### config.mk
export PLATFORM = sky130hd
export DESIGN_NAME = mc_control_unit_v2
export DESIGN_NICKNAME = d
export VERILOG_FILES = /design/src/rtl/mc_control_unit_v2.sv
export SDC_FILE = /design/constraint.sdc
export NUM_CORES = 1
export LEC_CHECK = 0
export ABC_AREA = 1
export CAP_MARGIN = 0
export CORE_MARGIN = 5
export CORE_UTILIZATION = 58
export DETAILED_ROUTE_END_ITERATION = 10
export DONT_BUFFER_PORTS = 1
export HOLD_SLACK_MARGIN = 0.1
export PLACE_DENSITY_LB_ADDON = 0.3
export SYNTH_ARGS = -nofsm -noshare
export SYNTH_HDL_FRONTEND = slang
export SYNTH_SLANG_ARGS = --single-unit
export TNS_END_PERCENT = 10
### constraint.sdc
create_clock -name clk -period 1.4 [get_ports clk]
set_input_delay 0.21 -clock clk [delete_from_list [all_inputs] [get_ports clk]]
set_output_delay 0.21 -clock clk [all_outputs]
set_load 0.02 [all_outputs]
### src/rtl/mc_control_unit_v2.sv
// Multicycle RV32I control unit with variable-latency memory handshake,
// optional multiply/divide handshake, illegal-opcode trap, halt state and
// cycle / retired-instruction counters. Datapath controls are decoded
// combinationally from the current state so they follow reset at once.
module mc_control_unit_v2 #(
    parameter logic MEM_WAIT_EN = 1'b1,
    parameter logic MDU_EN      = 1'b1,
    parameter logic TRAP_EN     = 1'b1,
    parameter int   CNT_WIDTH   = 32
) (
    input  logic                 clk,
    input  logic                 rst_n,
    input  logic [6:0]           instruction_opcode,
    input  logic                 funct7_0,
    input  logic                 mem_ready,
    input  logic                 mdu_done,
    output logic                 pc_write,
    output logic                 ir_write,
    output logic                 pc_source,
    output logic                 reg_write,
    output logic                 memory_read,
    output logic                 memory_write,
    output logic                 pc_write_cond,
    output logic                 lorD,
    output logic                 memory_to_reg,
    output logic                 is_immediate,
    output logic [1:0]           aluop,
    output logic [1:0]           alu_src_a,
    output logic [1:0]           alu_src_b,
    output logic                 mdu_start,
    output logic                 trap,
    output logic                 halted,
    output logic [CNT_WIDTH-1:0] cycle_count,
    output logic [CNT_WIDTH-1:0] instret_count
);

    localparam logic [6:0] OP_LW    = 7'b0000011;
    localparam logic [6:0] OP_SW    = 7'b0100011;
    localparam logic [6:0] OP_R     = 7'b0110011;
    localparam logic [6:0] OP_I     = 7'b0010011;
    localparam logic [6:0] OP_JAL   = 7'b1101111;
    localparam logic [6:0] OP_BR    = 7'b1100011;
    localparam logic [6:0] OP_JALR  = 7'b1100111;
    localparam logic [6:0] OP_AUIPC = 7'b0010111;
    localparam logic [6:0] OP_LUI   = 7'b0110111;
    localparam logic [6:0] OP_SYS   = 7'b1110011;

    localparam logic [CNT_WIDTH-1:0] CNT_ONE = {{(CNT_WIDTH-1){1'b0}}, 1'b1};

    typedef enum logic [3:0] {
        S_FETCH    = 4'd0,
        S_DECODE   = 4'd1,
        S_MEMADR   = 4'd2,
        S_MEMREAD  = 4'd3,
        S_MEMWB    = 4'd4,
        S_MEMWRITE = 4'd5,
        S_EXECUTE  = 4'd6,
        S_MDU_WAIT = 4'd7,
        S_ALUWB    = 4'd8,
        S_BRANCH   = 4'd9,
        S_JAL      = 4'd10,
        S_JALR     = 4'd11,
        S_TRAP     = 4'd12,
        S_HALT     = 4'd13
    } state_t;

    state_t                 state_r;
    state_t                 state_nxt_s;
    logic [CNT_WIDTH-1:0]   cycle_count_r;
    logic [CNT_WIDTH-1:0]   instret_count_r;
    logic                   mem_ok_s;
    logic                   fetch_done_s;
    logic                   mdu_sel_s;
    logic                   retire_s;

    // With the wait handshake disabled every memory access completes at once.
    assign mem_ok_s     = MEM_WAIT_EN ? mem_ready : 1'b1;
    // No IR/PC update may leak out while the core is held in reset.
    assign fetch_done_s = rst_n & mem_ok_s;
    assign mdu_sel_s    = MDU_EN & funct7_0 & (instruction_opcode == OP_R);

    // An instruction retires on the edge that returns from a completing state.
    assign retire_s = (state_r == S_MEMWB) ||
                      ((state_r == S_MEMWRITE) && mem_ok_s) ||
                      (state_r == S_ALUWB) ||
                      (state_r == S_BRANCH);

    assign cycle_count   = cycle_count_r;
    assign instret_count = instret_count_r;

    // Next-state selection; unknown encodings recover to FETCH.
    always_comb begin
        state_nxt_s = state_r;
        case (state_r)
            S_FETCH: begin
                if (mem_ok_s) state_nxt_s = S_DECODE;
                else          state_nxt_s = S_FETCH;
            end
            S_DECODE: begin
                case (instruction_opcode)
                    OP_LW, OP_SW:                      state_nxt_s = S_MEMADR;
                    OP_R, OP_I, OP_AUIPC, OP_LUI:      state_nxt_s = S_EXECUTE;
                    OP_BR:                             state_nxt_s = S_BRANCH;
                    OP_JAL:                            state_nxt_s = S_JAL;
                    OP_JALR:                           state_nxt_s = S_JALR;
                    OP_SYS:                            state_nxt_s = S_HALT;
                    default: begin
                        if (TRAP_EN) state_nxt_s = S_TRAP;
                        else         state_nxt_s = S_FETCH;
                    end
                endcase
            end
            S_MEMADR: begin
                if (instruction_opcode == OP_LW) state_nxt_s = S_MEMREAD;
                else                             state_nxt_s = S_MEMWRITE;
            end
            S_MEMREAD: begin
                if (mem_ok_s) state_nxt_s = S_MEMWB;
                else          state_nxt_s = S_MEMREAD;
            end
            S_MEMWB:    state_nxt_s = S_FETCH;
            S_MEMWRITE: begin
                if (mem_ok_s) state_nxt_s = S_FETCH;
                else          state_nxt_s = S_MEMWRITE;
            end
            S_EXECUTE: begin
                if (mdu_sel_s) state_nxt_s = S_MDU_WAIT;
                else           state_nxt_s = S_ALUWB;
            end
            S_MDU_WAIT: begin
                if (mdu_done) state_nxt_s = S_ALUWB;
                else          state_nxt_s = S_MDU_WAIT;
            end
            S_ALUWB:  state_nxt_s = S_FETCH;
            S_BRANCH: state_nxt_s = S_FETCH;
            S_JAL:    state_nxt_s = S_ALUWB;
            S_JALR:   state_nxt_s = S_ALUWB;
            S_TRAP:   state_nxt_s = S_HALT;
            S_HALT:   state_nxt_s = S_HALT;
            default:  state_nxt_s = S_FETCH;
        endcase
    end

    // State register; reset discards any in-flight access.
    always_ff @(posedge clk or negedge rst_n) begin
        if (!rst_n) state_r <= S_FETCH;
        else        state_r <= state_nxt_s;
    end

    // Performance counters: cycles stop in HALT, instret counts completions.
    always_ff @(posedge clk or negedge rst_n) begin
        if (!rst_n) begin
            cycle_count_r   <= {CNT_WIDTH{1'b0}};
            instret_count_r <= {CNT_WIDTH{1'b0}};
        end else begin
            if (state_r != S_HALT) cycle_count_r <= cycle_count_r + CNT_ONE;
            else                   cycle_count_r <= cycle_count_r;
            if (retire_s) instret_count_r <= instret_count_r + CNT_ONE;
            else          instret_count_r <= instret_count_r;
        end
    end

    // Datapath control decode; everything defaults low in every state.
    always_comb begin
        pc_write      = 1'b0;
        ir_write      = 1'b0;
        pc_source     = 1'b0;
        reg_write     = 1'b0;
        memory_read   = 1'b0;
        memory_write  = 1'b0;
        pc_write_cond = 1'b0;
        lorD          = 1'b0;
        memory_to_reg = 1'b0;
        is_immediate  = 1'b0;
        aluop         = 2'b00;
        alu_src_a     = 2'b00;
        alu_src_b     = 2'b00;
        mdu_start     = 1'b0;
        trap          = 1'b0;
        halted        = 1'b0;
        case (state_r)
            S_FETCH: begin
                memory_read = 1'b1;
                alu_src_b   = 2'b01;
                ir_write    = fetch_done_s;
                pc_write    = fetch_done_s;
            end
            S_DECODE: begin
                alu_src_a = 2'b10;
                alu_src_b = 2'b10;
            end
            S_MEMADR: begin
                alu_src_a = 2'b01;
                alu_src_b = 2'b10;
            end
            S_MEMREAD: begin
                memory_read = 1'b1;
                lorD        = 1'b1;
            end
            S_MEMWB: begin
                reg_write     = 1'b1;
                memory_to_reg = 1'b1;
            end
            S_MEMWRITE: begin
                memory_write = 1'b1;
                lorD         = 1'b1;
            end
            S_EXECUTE: begin
                case (instruction_opcode)
                    OP_R: begin
                        alu_src_a = 2'b01;
                        alu_src_b = 2'b00;
                        aluop     = 2'b10;
                        mdu_start = mdu_sel_s;
                    end
                    OP_I: begin
                        alu_src_a    = 2'b01;
                        alu_src_b    = 2'b10;
                        aluop        = 2'b10;
                        is_immediate = 1'b1;
                    end
                    OP_AUIPC: begin
                        alu_src_a = 2'b10;
                        alu_src_b = 2'b10;
                    end
                    OP_LUI: begin
                        alu_src_a = 2'b11;
                        alu_src_b = 2'b10;
                    end
                    default: begin
                        alu_src_a = 2'b00;
                    end
                endcase
            end
            S_MDU_WAIT: begin
                aluop     = 2'b11;
                alu_src_a = 2'b01;
            end
            S_ALUWB: begin
                reg_write = 1'b1;
            end
            S_BRANCH: begin
                alu_src_a     = 2'b01;
                alu_src_b     = 2'b00;
                aluop         = 2'b01;
                pc_write_cond = 1'b1;
                pc_source     = 1'b1;
            end
            S_JAL, S_JALR: begin
                pc_write     = 1'b1;
                pc_source    = 1'b1;
                alu_src_a    = 2'b10;
                alu_src_b    = 2'b01;
                is_immediate = (state_r == S_JALR);
            end
            S_TRAP: begin
                trap = 1'b1;
            end
            S_HALT: begin
                halted = 1'b1;
            end
            default: begin
                halted = 1'b0;
            end
        endcase
    end

endmodule
Word-level counts from Yosys, hierarchy flattened --
Index checks and enable logic that the tools add are counted.
Storage, ports and cells: bits in registers 68, bits in writable memories 0, input port bits 12, memory bits (read-only) 0, memories kept 0, word-level logic and storage cells 79, bits in latches 0
Operators by class: add/sub/neg operators 2, muxes and demuxes 29, reduce and logical (&&, ||, !) cells 19, divide/modulo/power cells 0, bitwise logic cells 2, $lt $le $gt $ge 0, shifts and indexed selects 0, multipliers 0, eq/ne operators 24
Operators with widths (number):
- 32-bit by 1-bit adder with 32-bit output, second input constant | 2
- 4-bit one-hot mux with 9 select lines | 1
- 7-bit == test, second input constant | 4
- 4-bit == test, second input constant | 6
- 2-bit one-hot mux with 3 select lines | 4
- 4-bit one-hot mux with 6 select lines | 1
- 7-bit by 6-bit == test with 1-bit output, second input constant | 3
- 4-bit by 3-bit == test with 1-bit output, second input constant | 4
- 2-bit OR reduction | 8
- 3-bit OR reduction | 5
- 7-bit by 5-bit == test with 1-bit output, second input constant | 2
- 1-bit 2-to-1 mux | 14
- 3-bit 2-to-1 mux | 3
- 4-bit by 2-bit == test with 1-bit output, second input constant | 2
- 4-bit 2-to-1 mux | 2
- 7-bit by 2-bit == test with 1-bit output, second input constant | 1
- 4-bit by 1-bit == test with 1-bit output, second input constant | 1
- 4-bit zero test | 1
- 2-bit 2-to-1 mux | 2
- 4-bit != test, second input constant | 1
- 1-bit one-hot mux with 2 select lines | 2
- 4-bit OR reduction | 1
- 1-bit logical OR | 3
- 1-bit bitwise AND | 2
- 1-bit logical AND | 1

Logic depth before layout (Yosys ltp) --
Gate-level depths: netlist of run 1.
depth after elaboration 5, gate-level depth with buffers 10

Worst setup path before layout of run 1 --
OpenSTA, ideal clock, no wires.
path type flip-flop to output port, from reg state_r[1], to out pc_write, data arrival time 1.390 ns, buffers on the path 1, path slack -0.200 ns, cell stages (with the launch flop) 7, path through dfrtp_1 buf_6 nor2_1 inv_1 nor2_1 nand2_1 o21ai_0
On the way: longest elaborated chain between the ends 3
Ends and longest elaborated chain:
- from (decl) | RTL line 67 | state_t state_r;
- from (signal assigned) | RTL line 147 | else state_r <= state_nxt_s;
- 4-bit == test | RTL line 181 | case (state_r)
- 2-bit OR reduction (no line)
- 1-bit one-hot mux with 2 select lines * | RTL line 181
- to (decl) | RTL line 17 | output logic pc_write,
Mark *: on every way between the ends. The rest lies on a longest branch, timed or not.

Worst setup path after layout of run 1 --
from reg state_r[3], to out alu_src_a[0]
On the way: longest elaborated chain between the ends 3
Ends and longest elaborated chain:
- 4-bit == test (tied with other cells) | RTL line 181
- 3-bit OR reduction (no line)
- 2-bit one-hot mux with 3 select lines * | RTL line 181
- to (decl) | RTL line 28 | output logic [1:0] alu_src_a,
Marks and branches as above.

==> results of run 1 <==
[registers in the layout, summed over array words and instances (netlist names)]
register	cells
state_r	4
cycle_count	32
instret_count	32
[final cells by class]
type	instances	area, sq um	share of cell area (%)
Timing Repair Buffer	150	1190	18.6
Sequential cell	68	1710	26.7
Inverter	76	304	4.74
Tap cell	102	128	1.99
Clock buffer	10	138	2.15
Clock inverter	6	87.6	1.37
Multi-Input combinational cell	564	2850	44.5
[power by group through the flow]
| stage | logic, mW | registers [mW] | clock network (mW) |
|---|---|---|---|
| after floorplan | 1.56 | 2.75 | 0 |
| after global placement | 2.81 | 2.49 | 0 |
| after detailed placement | 2.91 | 2.51 | 0 |
| after CTS | 3.26 | 2.49 | 1.87 |
| after global routing | 3.79 | 2.56 | 1.99 |
| final | 3.58 | 2.53 | 1.88 |
[routing by layer]
metal  wire (um)  share of wire [%]
met1        5700                 35
met2        8210                 50
met3        1510                9.2
met4        1030                6.2
met5           0                  0
[kinds of logic (layout without fill, tap and decap cells)]
logic type               count (synthesis)  in the layout  share of synthesized area [%]
XOR/XNOR                                31             31                           6.07
flip-flops                              68             68                           37.0
AND/OR/NAND/NOR                        514            514                           46.8
adder cells (fa/ha/maj)                  2              2                          0.544
AO/OA/AOI/OAI                           17             17                           2.04
buffers and inverters                   83            242                           7.49
[worst paths after layout]
check	start	endpoint	slack, ns
worst max-delay path	state_r[3]	alu_src_a[0]	-0.62
worst min-delay path	rst_n	instret_count[7]	-0.46
worst max register to register	state_r[2]	cycle_count[6]	-0.40
worst min register to register	cycle_count[23]	cycle_count[23]	0.57
max in group asynchronous	rst_n	state_r[2]	1.73
min in group clk	mem_ready	instret_count[0]	0.18
[worst max-delay path: cells and delay by family (launching register included)]
family / cells / cell delay [ns]
buffers and inverters: 2 / 0.30
AND/OR/NAND/NOR: 3 / 0.42
AO/OA/AOI/OAI: 1 / 0.29
flip-flops: 1 / 0.46
[through the flow]
stage	setup TNS (ns)	cell area, sq um	util (%)	hold WS, ns	power (mW)
after floorplan	-0.255	4680	-	-0.0856	4.31
after global placement	-0.110	5750	74.4	-0.0832	5.30
after detailed placement	-2.19	5750	74.4	-0.0837	5.41
after CTS	-8.67	6230	80.7	-0.469	7.62
after global routing	-24.24	6410	83.0	-0.483	8.34
final	-19.31	6410	83.0	-0.464	7.99
[cell usage after synthesis (2+ instances only)]
library cell  count  area share, %
nand2_1         297             24
ha_1              2           0.54
nor2_1          121            9.9
nand3b_1          7            1.1
o21ai_0           8           0.87
xor2_1           18            3.4
nor4_1            2           0.27
inv_1            71            5.8
nor3_2            2           0.44
nor2_2            9            1.2
nor3_1            7           0.76
o211ai_1          2           0.33
xnor2_1          12            2.3
nand4_1          16            2.2
buf_2             3           0.33
dfrtp_1          68             37
nand3_1          45            4.9
buf_6             3           0.74
o21ai_1           3           0.33
inv_2             4           0.33
nor2_4            3           0.74
nand2_2           3           0.41
a21oi_1           2           0.22
[timing repair]
action	CTS	global route
setup endpoints to repair	62	85
resized for setup	51	42
hold endpoints to repair	69	68
setup buffers	11	8
pin swaps	18	6
==> results.md, run 1 <==
- Final Hold Violating Endpoints: 68
- Hold bufs inserted after CTS: 2
- Row cnt: 32
- Grt total ovfl: 0
- Run status: complete, but fails checks
- Inserted Diodes: 0
- Switch Pwr: 3.31 mW
- Worst-Skew Late Latency: 0.36 ns
- Post-DRT Antenna Nets: 0
- Area Growth Syn to Fin: 39.6%
- EDFF count, synth: 0
- Full die area: 9800 sq um
- Max rail drop VDD: around 1.5 mV
- Setup Crit Path Kind: register to output pin
- CTS tree: done
- Most frequent cells in the layout: nand2_1, buf_4, nor2_1
- Max Cap Violations: 0
- Inst Count DP: 941
- RePlAce Congestion: 0.956
- Max_slew headroom: 77.5%
- Root Driver: clkbuf_8
- Syn avg cell area: about 6.4 sq um
- Num ports: 95
- Hold Slack: -0.464 ns
- Vias: 5,626
- Clock sink count: 68
- Leak pwr: 3.23 nW
- Max Clock Freq: 0.494 GHz
- R2R depth: 7
- Clk buf depth: 2
- Synth Flop Type: dfrtp_1
- Worst-path maximum fanout: 4
- First DRT Iteration DRCs: approximately 420
- Actual slew at the worst max-slew pin: 0.337 ns
- Min-delay worst type: input port to async pin
- GRT busiest layer: met2
- Routing usage on met1: 33.9%
- Die W: 99.0 um
- Failing checks: negative hold slack, negative setup slack
- Most common cell after layout, fill and taps aside: nand2_1
- Worst clock skew: approximately 0.0093 ns
- Core ar.: 7730 sq um
- Post-Synthesis Cell Area: 4600 sq um
- Yosys cell types: 30
- Part of the power in the clock network: 23.6%
- RSZ-0062 raised after global routing: yes
- Pwr/cell area: 1250 nW/um^2
- Sequential fraction of the synthesis area: 37.0%
- Syn Nets: ~730
- Final nets: 883
- Crit-path slowest cell: dfrtp_2
- Yosys warning count: 0
- Port bufs: 0
- Register share of total power: between 30% and 40%
- Final setup vio count: 85
- Overall Global Routing Usage: 32.4%
- Filler instances: 451
- Half-perimeter wire length after placement: about 11 mm
- # DRC: 0
- TritonRoute pass-1 iters: 7
- Fraction of layout cells with a size suffix above 1: about 30%
- Pin count of the biggest net entering global routing: 70
- CP Capture Type: output pin
- Vias in the first global route: roughly 5,700
- Number of H-tree levels: 3
- Vias/cell: 5.76
- CP peak stage delay: 0.46 ns
- Mapped Cells: approximately 720
- Worst slack, placed: -0.0866 ns
- First-pass GRT wire length: 25.8 mm
- Met3 GRT Util: 8.56%
- Worst setup SP type: register
- Drt wl/cell: 16.8 um
- Post-route setup slack: -0.624 ns
- Final Non-Filler Cells: 976
- Fin. max-slew vios: 0
- Power Internal: between 4 and 5 mW
- Initial Util: between 50% and 60%
- Synth Register Bits: 68
- Logic pwr share: 44.8%
- Critical Path AT: 1.81 ns
- Die Y: 99.0 um
- Final WL: approximately 16 mm
- Net switching fraction of the power: 41.4%
- Initial antenna violation count: 0
- Synth async-reset ratio: 100%
- Required time worst endpoint: 1.19 ns
- Met2 usage in global routing: 58.2%
- Critical path, cell by cell: inv_2, nand2_4, nor2_4, nand4_1, o211ai_1, buf_4
- Final cycle utilization of the critical path: 145%
- Clock slew at reported path FFs: 0.08 ns
- Min Tclk post-route: 2.02 ns
- CTS buffer count: 9
Power figures use the tool's default switching activity.
==> run 2, diff against run 1 <==
- CORE_UTILIZATION: 58 -> 55
- CTS_CLUSTER_DIAMETER: not set -> 150
==> run 2 against run 1 <==
The run still ends with negative hold slack, negative setup slack left. Final area decreased by 2.5%. Wire length shrank 16%. First-iteration DRC count down 52%. Sequential share of layout area up 0.71 points. Count of clock-buffer cells in the layout grew 1. Register-to-register slack better by 0.22 ns. Combinational power is 7.3% lower. Non-clock buffer count shrank 16. Core utilization is 6.5 points lower. Global-route usage down 5.6 points. Cell count down 1.3%. Die area grew 4.9%. Largest cell class unchanged.
==> results.md, run 2 (synthesized netlist as in run 1, its figures left out) <==
- Run status: complete, but fails checks (unchanged)
- Failing checks: negative hold slack, negative setup slack (unchanged)
- Fin. max-slew vios: 0 (unchanged)
- Met1 Wirelength: 5.32 mm (was 5.70 mm)
- Flop2flop setup slack: -0.18 ns (was -0.40 ns)
- Half-perimeter wire length after placement: 10.2 mm (was 10.6 mm)
- Logic pwr share: 43.4% (was 44.8%)
- Hold Slack: -0.464 ns (about the same)
- FF-to-FF End: instret_count[18] (was cycle_count[6])
- Register area: 1710 sq um (about the same)
- Root Driver: clkbuf_8 (unchanged)
- Post-route setup slack: -0.416 ns (was -0.624 ns)
- Most common cell after layout, fill and taps aside: nand2_1 (unchanged)
- Vias/cell: 5.36 (was 5.76)
- Required time worst endpoint: 1.19 ns (about the same)
- Routed wire length on met3: 1.09 mm (was 1.51 mm)
- CTS buffer count: 9 (unchanged)
- Leak pwr: 3.05 nW (was 3.23 nW)
- Full die area: 10,300 sq um (was 9800 sq um)
- Setup Crit Path Kind: register to output pin (unchanged)
- Clock slew at reported path FFs: 0.08 ns (about the same)
- Overall Global Routing Usage: 26.8% (was 32.4%)
- Min-delay worst type: input port to async pin (unchanged)
- Initial Util: 56.2% (was 59.5%)
- Max Clock Freq: 0.551 GHz (was 0.494 GHz)
- Multi-input logic area: 2840 sq um (was 2850 sq um)
- Part of the power in the clock network: 24.3% (was 23.6%)
- Critical Path AT: 1.61 ns (was 1.81 ns)
- Area Growth Syn to Fin: 36.0% (was 39.6%)
- Initial antenna violation count: 0 (unchanged)
- Final cycle utilization of the critical path: 130% (was 145%)
- # DRC: 0 (unchanged)
- Max rail drop VDD: 1.26 mV (was 1.50 mV)
- Top Layer Used: met4 (unchanged)
- Inserted Diodes: 0 (unchanged)
- Worst-Skew Late Latency: 0.36 ns (about the same)
- Filler instances: 615 (was 451)
- First DRT Iteration DRCs: 203 (was 421)
- TritonRoute pass-1 iters: 6 (was 7)
- Most frequent cells in the layout: nand2_1, buf_4, nor2_1 (unchanged)
- Post-DRT Antenna Nets: 0 (unchanged)
- Row cnt: 33 (was 32)
- Actual slew at the worst max-slew pin: 0.397 ns (was 0.337 ns)
- Pwr/cell area: 1230 nW/um^2 (was 1250 nW/um^2)
- RR Startpoint: state_r[3] (was state_r[2])
- Max Cap Violations: 0 (unchanged)
- Design area: 6250 sq um (was 6410 sq um)
- DP Area: 5730 sq um (was 5750 sq um)
- CTS tree: done (unchanged)
- Worst clock skew: 0.0160 ns (was 0.00933 ns)
- Final Non-Filler Cells: 963 (was 976)
- Final nets: 867 (was 883)
- Fin Setup TNS: -8.77 ns (was -19.31 ns)
- Vias: 5,160 (was 5,626)
- First-pass GRT wire length: 22.2 mm (was 25.8 mm)
- Power Internal: 4.58 mW (was 4.68 mW)
- Final WL: 13.8 mm (was 16.4 mm)
- Num ports: 95 (unchanged)
- Worst-path maximum fanout: 4 (unchanged)
- Net switching fraction of the power: 40.3% (was 41.4%)
- Clock sink count: 68 (unchanged)
- Die Y: 101 um (was 99.0 um)
- Die W: 101 um (was 99.0 um)
- R2R depth: 10 (was 7)
- Core ar.: 8180 sq um (was 7730 sq um)
- Drt wl/cell: 14.4 um (was 16.8 um)
- Number of H-tree levels: 3 (unchanged)
- Pin count of the biggest net entering global routing: 70 (unchanged)
- Grt total ovfl: 0 (unchanged)
- RSZ-0062 raised after global routing: yes (unchanged)
- Min Tclk post-route: 1.82 ns (was 2.02 ns)
- Inst Count DP: 941 (unchanged)
- Worst setup SP type: register (unchanged)
- CP Capture Type: output pin (unchanged)
- Final Hold Violating Endpoints: 68 (unchanged)
- Hold bufs inserted after CTS: 2 (unchanged)
- Met2 routed WL: 7.00 mm (was 8.21 mm)
- Clk buf depth: 2 (unchanged)
- Final setup vio count: 71 (was 85)
- Fraction of layout cells with a size suffix above 1: 27.9% (was 29.9%)
- Max_slew headroom: 73.3% (was 77.5%)
- RePlAce Congestion: 0.960 (was 0.956)
- Register share of total power: 32.3% (was 31.6%)
- Switch Pwr: 3.09 mW (was 3.31 mW)
- Port bufs: 0 (unchanged)
- Vias in the first global route: 5,028 (was 5,700)
[run 2: how the worst max path moves through the flow]
stage | startpoint | cells after the start | endpoint
floorplan | state_r[1] | 9 | instret_count[8]
global placement | state_r[0] | 6 | alu_src_a[0]
detailed placement | cycle_count[1] | 10 | cycle_count[29]
CTS | state_r[1] | 5 | alu_src_a[0]
global route | state_r[3] | 6 | alu_src_a[0]
finish | state_r[3] | 6 | alu_src_a[0]
[run 2: power by group through the flow]
stage / clock network, mW / logic [mW] / registers [mW]
finish: 1.87 / 3.32 / 2.48
global route: 1.97 / 3.57 / 2.51
CTS: 1.88 / 3.12 / 2.47
detailed placement: 0 / 2.91 / 2.49
global placement: 0 / 2.85 / 2.48
floorplan: 0 / 1.56 / 2.75
[run 2: final cells by class]
cell class	count	share of cell area, %
multi-input combinational	564	45.4
clock buffer	11	2.26
timing repair buffer	134	16.8
tap	105	2.10
clock inverter	5	1.34
inverter	76	4.74
sequential	68	27.4
[run 2: what timing repair did]
action                     in CTS  in global routing
hold endpoints to repair       69                 68
buffers inserted                4                  0
resized for setup              39                 39
pin swaps                      10                  8
setup endpoints to repair      65                 81
[run 2: metrics by stage]
stage               util [%]  total power, mW  worst slack (ns)  hold slack (ns)
finish                  76.5             7.67            -0.416           -0.464
global route            76.5             8.05            -0.516           -0.484
CTS                     74.8             7.47            -0.372           -0.470
detailed placement      70.1             5.40            -0.131          -0.0839
global placement        70.1             5.33           -0.0926          -0.0836
floorplan                  -             4.31           -0.0442          -0.0856
[run 2: routing by layer]
metal  GRT usage (%)  vias to the layer above
met5               0                        -
met4            11.9                        0
met3            6.06                       44
met2            46.7                      237
met1            31.5                     2384
li1                -                     2495
[run 2: worst max-delay path, cell delays in order (launching register included)]
cell and delay [ns]:
dfrtp_1 0.43, inv_2 0.09, nand2_4 0.07, nor2_4 0.15
nand4_1 0.16, o211ai_1 0.20, buf_4 0.17
